===== src/rtl/opcode_fetch_if.sv =====
// Fetcher-side bundle: memory req/ack port, sequencer opcode handoff and redirect.
// master = the prefetcher, slave = the memory/sequencer/kill side facing it.
interface opcode_fetch_if #(
    parameter int ADDR_W = 32
);
    logic              redirect;
    logic [ADDR_W-1:0] redirect_pc;
    logic              mem_req;
    logic [ADDR_W-1:0] mem_addr;
    logic              mem_ack;
    logic [7:0]        mem_rdata;
    logic              mc__more_2a;
    logic              mc__stall;
    logic [7:0]        opcode;
    logic              opcode_valid;
    logic [ADDR_W-1:0] opcode_pc;

    modport master (
        input  redirect, redirect_pc, mem_ack, mem_rdata, mc__more_2a, mc__stall,
        output mem_req, mem_addr, opcode, opcode_valid, opcode_pc
    );
    modport slave (
        output redirect, redirect_pc, mem_ack, mem_rdata, mc__more_2a, mc__stall,
        input  mem_req, mem_addr, opcode, opcode_valid, opcode_pc
    );
endinterface


===== src/rtl/opcode_fetch.sv =====
// Byte-wide instruction prefetcher: fetches over req/ack into a small FIFO and
// presents the head to the microcode sequencer; flushes and refetches on redirect.
module opcode_fetch #(
    parameter int              DEPTH      = 4,
    parameter int              ADDR_W     = 32,
    parameter logic [ADDR_W-1:0] RESET_PC = '0,
    parameter logic [7:0]      NOP_OPCODE = 8'h00
) (
    input  logic clk,
    input  logic rst_b,
    opcode_fetch_if.master bus
);
    localparam int PTR_W = (DEPTH > 1) ? $clog2(DEPTH) : 1;
    localparam int CNT_W = PTR_W + 1;
    localparam logic [CNT_W-1:0] FULL = CNT_W'(DEPTH);

    typedef enum logic [1:0] {IDLE, REQ, DISCARD} state_t;

    state_t            state, state_nxt;
    logic              armed;
    logic [ADDR_W-1:0] addr, addr_nxt;
    logic [ADDR_W-1:0] target;
    logic [ADDR_W-1:0] pc;
    logic [7:0]        fifo [DEPTH];
    logic [PTR_W-1:0]  rd_ptr, wr_ptr;
    logic [CNT_W-1:0]  count, count_nxt;
    logic              req, take, push, pop, space_after;

    // In IDLE the request is raised combinationally so a redirect or a freed
    // slot is followed by a request in the very next cycle; armed keeps it
    // low until the first edge after reset release.
    always_comb begin
        req = 1'b0;
        unique case (state)
            IDLE:    req = armed && (count < FULL) && !bus.redirect;
            REQ,
            DISCARD: req = 1'b1;
            default: req = 1'b0;
        endcase
        take        = req && bus.mem_ack;
        push        = take && (state != DISCARD) && !bus.redirect;
        pop         = (count != '0) && !bus.mc__more_2a && !bus.mc__stall && !bus.redirect;
        count_nxt   = bus.redirect ? '0 : count + CNT_W'(push) - CNT_W'(pop);
        space_after = count_nxt < FULL;
    end

    always_comb begin
        state_nxt = state;
        addr_nxt  = addr;
        unique case (state)
            IDLE: begin
                if (bus.redirect) begin
                    addr_nxt = bus.redirect_pc;
                end else if (take) begin
                    addr_nxt  = addr + 1'b1;
                    state_nxt = space_after ? REQ : IDLE;
                end else if (req) begin
                    state_nxt = REQ;
                end
            end
            REQ: begin
                if (bus.redirect) begin
                    // An unacked request cannot be withdrawn; wait it out in DISCARD.
                    if (take) begin
                        addr_nxt  = bus.redirect_pc;
                        state_nxt = IDLE;
                    end else begin
                        state_nxt = DISCARD;
                    end
                end else if (take) begin
                    addr_nxt  = addr + 1'b1;
                    state_nxt = space_after ? REQ : IDLE;
                end
            end
            DISCARD: begin
                if (take) begin
                    addr_nxt  = bus.redirect ? bus.redirect_pc : target;
                    state_nxt = IDLE;
                end
            end
            default: state_nxt = IDLE;
        endcase
    end

    always_ff @(posedge clk or negedge rst_b) begin
        if (!rst_b) begin
            state  <= IDLE;
            armed  <= 1'b0;
            addr   <= RESET_PC;
            target <= RESET_PC;
            pc     <= RESET_PC;
            rd_ptr <= '0;
            wr_ptr <= '0;
            count  <= '0;
        end else begin
            state <= state_nxt;
            armed <= 1'b1;
            addr  <= addr_nxt;
            count <= count_nxt;
            if (bus.redirect) begin
                target <= bus.redirect_pc;
                pc     <= bus.redirect_pc;
                rd_ptr <= '0;
                wr_ptr <= '0;
            end else begin
                if (pop) begin
                    pc     <= pc + 1'b1;
                    rd_ptr <= rd_ptr + 1'b1;
                end
                if (push) wr_ptr <= wr_ptr + 1'b1;
            end
        end
    end

    always_ff @(posedge clk) begin
        if (push) fifo[wr_ptr] <= bus.mem_rdata;
    end

    assign bus.mem_req      = req;
    assign bus.mem_addr     = addr;
    assign bus.opcode_valid = (count != '0);
    assign bus.opcode       = (count != '0) ? fifo[rd_ptr] : NOP_OPCODE;
    assign bus.opcode_pc    = pc;
endmodule

===== src/flat_wrapper.sv =====
// flat-port wrapper written by rule: the top's interface ports become plain ports
module opcode_fetch_flat 
#(
    parameter int              DEPTH      = 4,
    parameter int              ADDR_W     = 32,
    parameter logic [ADDR_W-1:0] RESET_PC = '0,
    parameter logic [7:0]      NOP_OPCODE = 8'h00
)
  (clk, rst_b, bus_redirect, bus_redirect_pc, bus_mem_ack, bus_mem_rdata, bus_mc__more_2a, bus_mc__stall, bus_mem_req, bus_mem_addr, bus_opcode, bus_opcode_valid, bus_opcode_pc);
  opcode_fetch_if #(.ADDR_W(ADDR_W)) bus_i ();
  input  logic clk;
  input  logic rst_b;
  input wire logic [$bits(bus_i.redirect)-1:0] bus_redirect;
  input wire logic [$bits(bus_i.redirect_pc)-1:0] bus_redirect_pc;
  input wire logic [$bits(bus_i.mem_ack)-1:0] bus_mem_ack;
  input wire logic [$bits(bus_i.mem_rdata)-1:0] bus_mem_rdata;
  input wire logic [$bits(bus_i.mc__more_2a)-1:0] bus_mc__more_2a;
  input wire logic [$bits(bus_i.mc__stall)-1:0] bus_mc__stall;
  output wire logic [$bits(bus_i.mem_req)-1:0] bus_mem_req;
  output wire logic [$bits(bus_i.mem_addr)-1:0] bus_mem_addr;
  output wire logic [$bits(bus_i.opcode)-1:0] bus_opcode;
  output wire logic [$bits(bus_i.opcode_valid)-1:0] bus_opcode_valid;
  output wire logic [$bits(bus_i.opcode_pc)-1:0] bus_opcode_pc;
  assign bus_i.redirect = bus_redirect;
  assign bus_i.redirect_pc = bus_redirect_pc;
  assign bus_i.mem_ack = bus_mem_ack;
  assign bus_i.mem_rdata = bus_mem_rdata;
  assign bus_i.mc__more_2a = bus_mc__more_2a;
  assign bus_i.mc__stall = bus_mc__stall;
  assign bus_mem_req = bus_i.mem_req;
  assign bus_mem_addr = bus_i.mem_addr;
  assign bus_opcode = bus_i.opcode;
  assign bus_opcode_valid = bus_i.opcode_valid;
  assign bus_opcode_pc = bus_i.opcode_pc;
  opcode_fetch #(.DEPTH(DEPTH), .ADDR_W(ADDR_W), .RESET_PC(RESET_PC), .NOP_OPCODE(NOP_OPCODE)) u_core (.clk(clk), .rst_b(rst_b), .bus(bus_i));
endmodule

===== config.mk =====
export PLATFORM = sky130hd
export DESIGN_NAME = opcode_fetch_flat
export DESIGN_NICKNAME = d
export VERILOG_FILES = /design/src/rtl/opcode_fetch_if.sv /design/src/rtl/opcode_fetch.sv /design/src/flat_wrapper.sv
export SDC_FILE = /design/constraint.sdc
export NUM_CORES = 1
export LEC_CHECK = 0
export ABC_CLOCK_PERIOD_IN_PS = 6900
export BUFFER_PORTS_ARGS = -buffer_cell sky130_fd_sc_hd__buf_2
export CAP_MARGIN = 5
export CELL_PAD_IN_SITES_DETAIL_PLACEMENT = 0
export CELL_PAD_IN_SITES_GLOBAL_PLACEMENT = 1
export CORE_UTILIZATION = 47
export DETAILED_ROUTE_END_ITERATION = 6
export PLACE_DENSITY = 0.95
export SYNTH_ARGS = -nofsm -noshare
export SYNTH_HDL_FRONTEND = slang
export SYNTH_SLANG_ARGS = --single-unit

===== constraint.sdc =====
create_clock -name clk -period 6.9 [get_ports clk]
set_clock_uncertainty 0.1 [all_clocks]
set_input_delay 0.345 -clock clk [delete_from_list [all_inputs] [get_ports clk]]
set_output_delay 0.345 -clock clk [all_outputs]
set_load 0.005 [all_outputs]

==> results by group <==
Yosys
  • Post-synth top cells: 106 x dfrtp_1, 71 x o21ai_0, 70 x nand2_1, 44 x inv_1, 38 x a21oi_1
  • Top FF cell, synth: dfrtp_1
  • Synthesis warning total: 0
  • Syn_nets: 743
  • Post-synth cell types: 56
  • Synth Register Bits: 138
  • Post-synth EDFFs: 32
  • Synth area leaders: dfrtp_1 39%, edfxtp_1 14%, o21ai_0 5.2%, nand2_1 3.8%, xnor2_1 3.7%
  • Area of the mapped netlist: 6890 µm²
  • Seq/Total Area, Yosys: 52.5%
  • Most common cell in the netlist: dfrtp_1
  • Area leader, netlist: dfrtp_1
  • Post-synth top area share: 38.5%
  • Post-synthesis async set-or-reset flop share: 76.8%
  • Synth Instances: 684
  • Avg Cell Area, Syn: 10.1 µm²

GRT
  • Vias in the first global route: 5378
  • Largest net degree at the start of global routing: 74
  • Initial antenna violation count: 0
  • Grt total ovfl: 0
  • All-Layer GR Usage: 24.9%
  • Global-route wire length before repair: 28.1 mm

Floorplanning
  • Die ar.: 15100 µm²
  • Ports: 120
  • Die Ht: 123 µm
  • Initial core utilization: 48.9%
  • Core Box Area: 14100 µm²
  • Site Rows: 43
  • Horiz. Die Dim: 123 µm

Placed design
  • DP HPWL: 12.7 mm
  • DP Area: 7590 µm²
  • Port buffer count: 119
  • GPL Wtd Cong: 0.942

STA
  • Relative slew slack: 20.5%
  • Final setup vio count: 0
  • Achievable Freq: 316 MHz
  • Minimum clock period: 3160 ps
  • Tightest Pin Transition: 1180 ps
  • Post-route setup TNS: 0 ps
  • Hold Vio Cnt, Final: 0
  • Slew Viols, Final: 0
  • Unrepaired setup endpoints after global routing: false
  • Period utilisation layout: 45.9%

Worst setup path
  • Worst Path Max Fanout: 73
  • Worst Setup Start Kind: primary input
  • Critical path type: primary input to register
  • WP data arrival: 3410 ps
  • Req. time, crit path: 7150 ps
  • Reg2reg setup slack: 3800 ps
  • Setup crit end kind: register

Clock network
  • TritonCTS Buffers: 17
  • Post-cts resize count: 0
  • Clock tree buffer depth: 2
  • Clock Latency Late Sink: 430 ps
  • Cts hold-fix bufs: 1
  • Post-CTS setup buffers: 0
  • Clock-pin slew of the registers on the worst-case setup and hold paths: 60 ps
  • Root Driver: clkbuf_16
  • CTS tree: yes
  • Sink Count: 138
  • # H-tree levels: 4

Drt
  • Post-route ant nets: 0
  • DRT iter0 DRCs: 518
  • # DRC: 0
  • Drt wl/cell: 18.4 µm
  • Via count: 5706
  • DRT Wirelength: 18.1 mm
  • First-pass iteration count of the detailed router: 4
  • DR vias/cell: 5.82

Layout
  • Fin area: 8160 µm²
  • Fillers: 1210
  • N_diodes: 0
  • Area growth from synthesis to layout: 18.4%
  • Final nets: 846
  • Share of layout cells above drive strength 1: 22.5%

Outcome
  • Status: completed

Pwr
  • PD cells: 359 nW/µm²
  • Leak pwr: 0.00340 µW
  • Worst vdd ir: 0.196 mV

Worst hold path
  • Worst hold path type: primary input to register

Flow run
  • Maxcap violations: 0
## final cells by class
type                            instances  area [µm²]  area share, %
Clock inverter                         15         133           1.63
Multi-Input combinational cell        462        2960           36.2
Clock buffer                           17         425           5.22
Tap cell                              180         225           2.76
Sequential cell                       138        3610           44.3
Timing Repair Buffer                  124         638           7.82
Inverter                               44         165           2.03
## routing by layer
layer / global-route usage [%] / vias up / part of all wire (%)
li1: - / 2678 / -
met1: 34.4 / 2748 / 44
met2: 38.6 / 251 / 47
met3: 5.63 / 29 / 7.6
met4: 8.58 / 0 / 1.5
met5: 0 / - / 0
## power by group
part	internal, µW	switching, µW	total, µW	leakage [µW]
Sequential	994	201	1200	0.00156
Combinational	384	487	872	0.00156
Clock	472	386	858	0.000271
Total	1850	1070	2920	0.00340
## state kept, by name (all words and copies together), names as in the netlist
register,cells
u_core.armed,1
u_core.bus.mem_addr,32
u_core.bus.opcode_pc,32
u_core.count,3
u_core.fifo,32
u_core.rd_ptr,2
u_core.state,2
u_core.target,32
u_core.wr_ptr,2
## critical path: stages
cell and delay, ps:
buf_2 470, buf_4 600, inv_1 290, and3_1 230, ha_1 270, inv_1 60, ha_1 130, inv_1 50
fa_1 370, xor2_1 160, xnor2_1 200, a21oi_1 60, o2bb2ai_1 160
## cell usage in the layout (no fill, tap or decap), types with 16 or more instances in the layout
cell type,netlist,final
o21ai_0,71,71
nand2_1,70,70
inv_1,44,44
and2_1,20,20
edfxtp_1,32,32
nand3_1,21,21
xnor2_1,29,29
dfrtp_1,106,106
nor4_1,16,16
a21oi_1,38,38
clkbuf_16,0,17
nor2_1,35,34
buf_2,6,118
nand4_1,20,20
## metrics by stage
step	setup slack (ps)	hold WS, ps	instances	total power (µW)	util (%)
after floorplan	4210	-50.6	684	1730	-
after global placement	3470	334	947	2030	53.8
after detailed placement	3320	337	947	2070	53.8
after CTS	3760	18.8	980	2930	57.9
after global routing	3490	26.7	980	3100	57.9
final	3740	33.5	980	2920	57.9
## final timing paths
path,startpoint,end,cells after the start
worst max register to register,u_core.state[0],u_core.bus.mem_addr[27],6
worst min-delay path,bus_mem_rdata[7],u_core.fifo[2][7],1
min in group asynchronous,rst_b,u_core.bus.mem_addr[19],2
worst min register to register,u_core.target[31],u_core.target[31],1
worst max-delay path,bus_redirect,u_core.state[0],13
max in group asynchronous,rst_b,u_core.bus.opcode_pc[25],3
## logic make-up after synthesis
| kind of cell | after synthesis | share of synthesized area, % |
|---|---|---|
| xor gates and xnor gates | 34 | 4.32 |
| buffers and inverters | 84 | 4.80 |
| other | 1 | 0.0545 |
| DFF | 138 | 52.5 |
| adders and majority gates | 13 | 2.47 |
| muxes | 18 | 4.20 |
| AOI/OAI and AO/OA | 167 | 14.5 |
| and+or+nand+nor | 229 | 17.2 |
No activity file was read; power rests on OpenSTA's default activity.
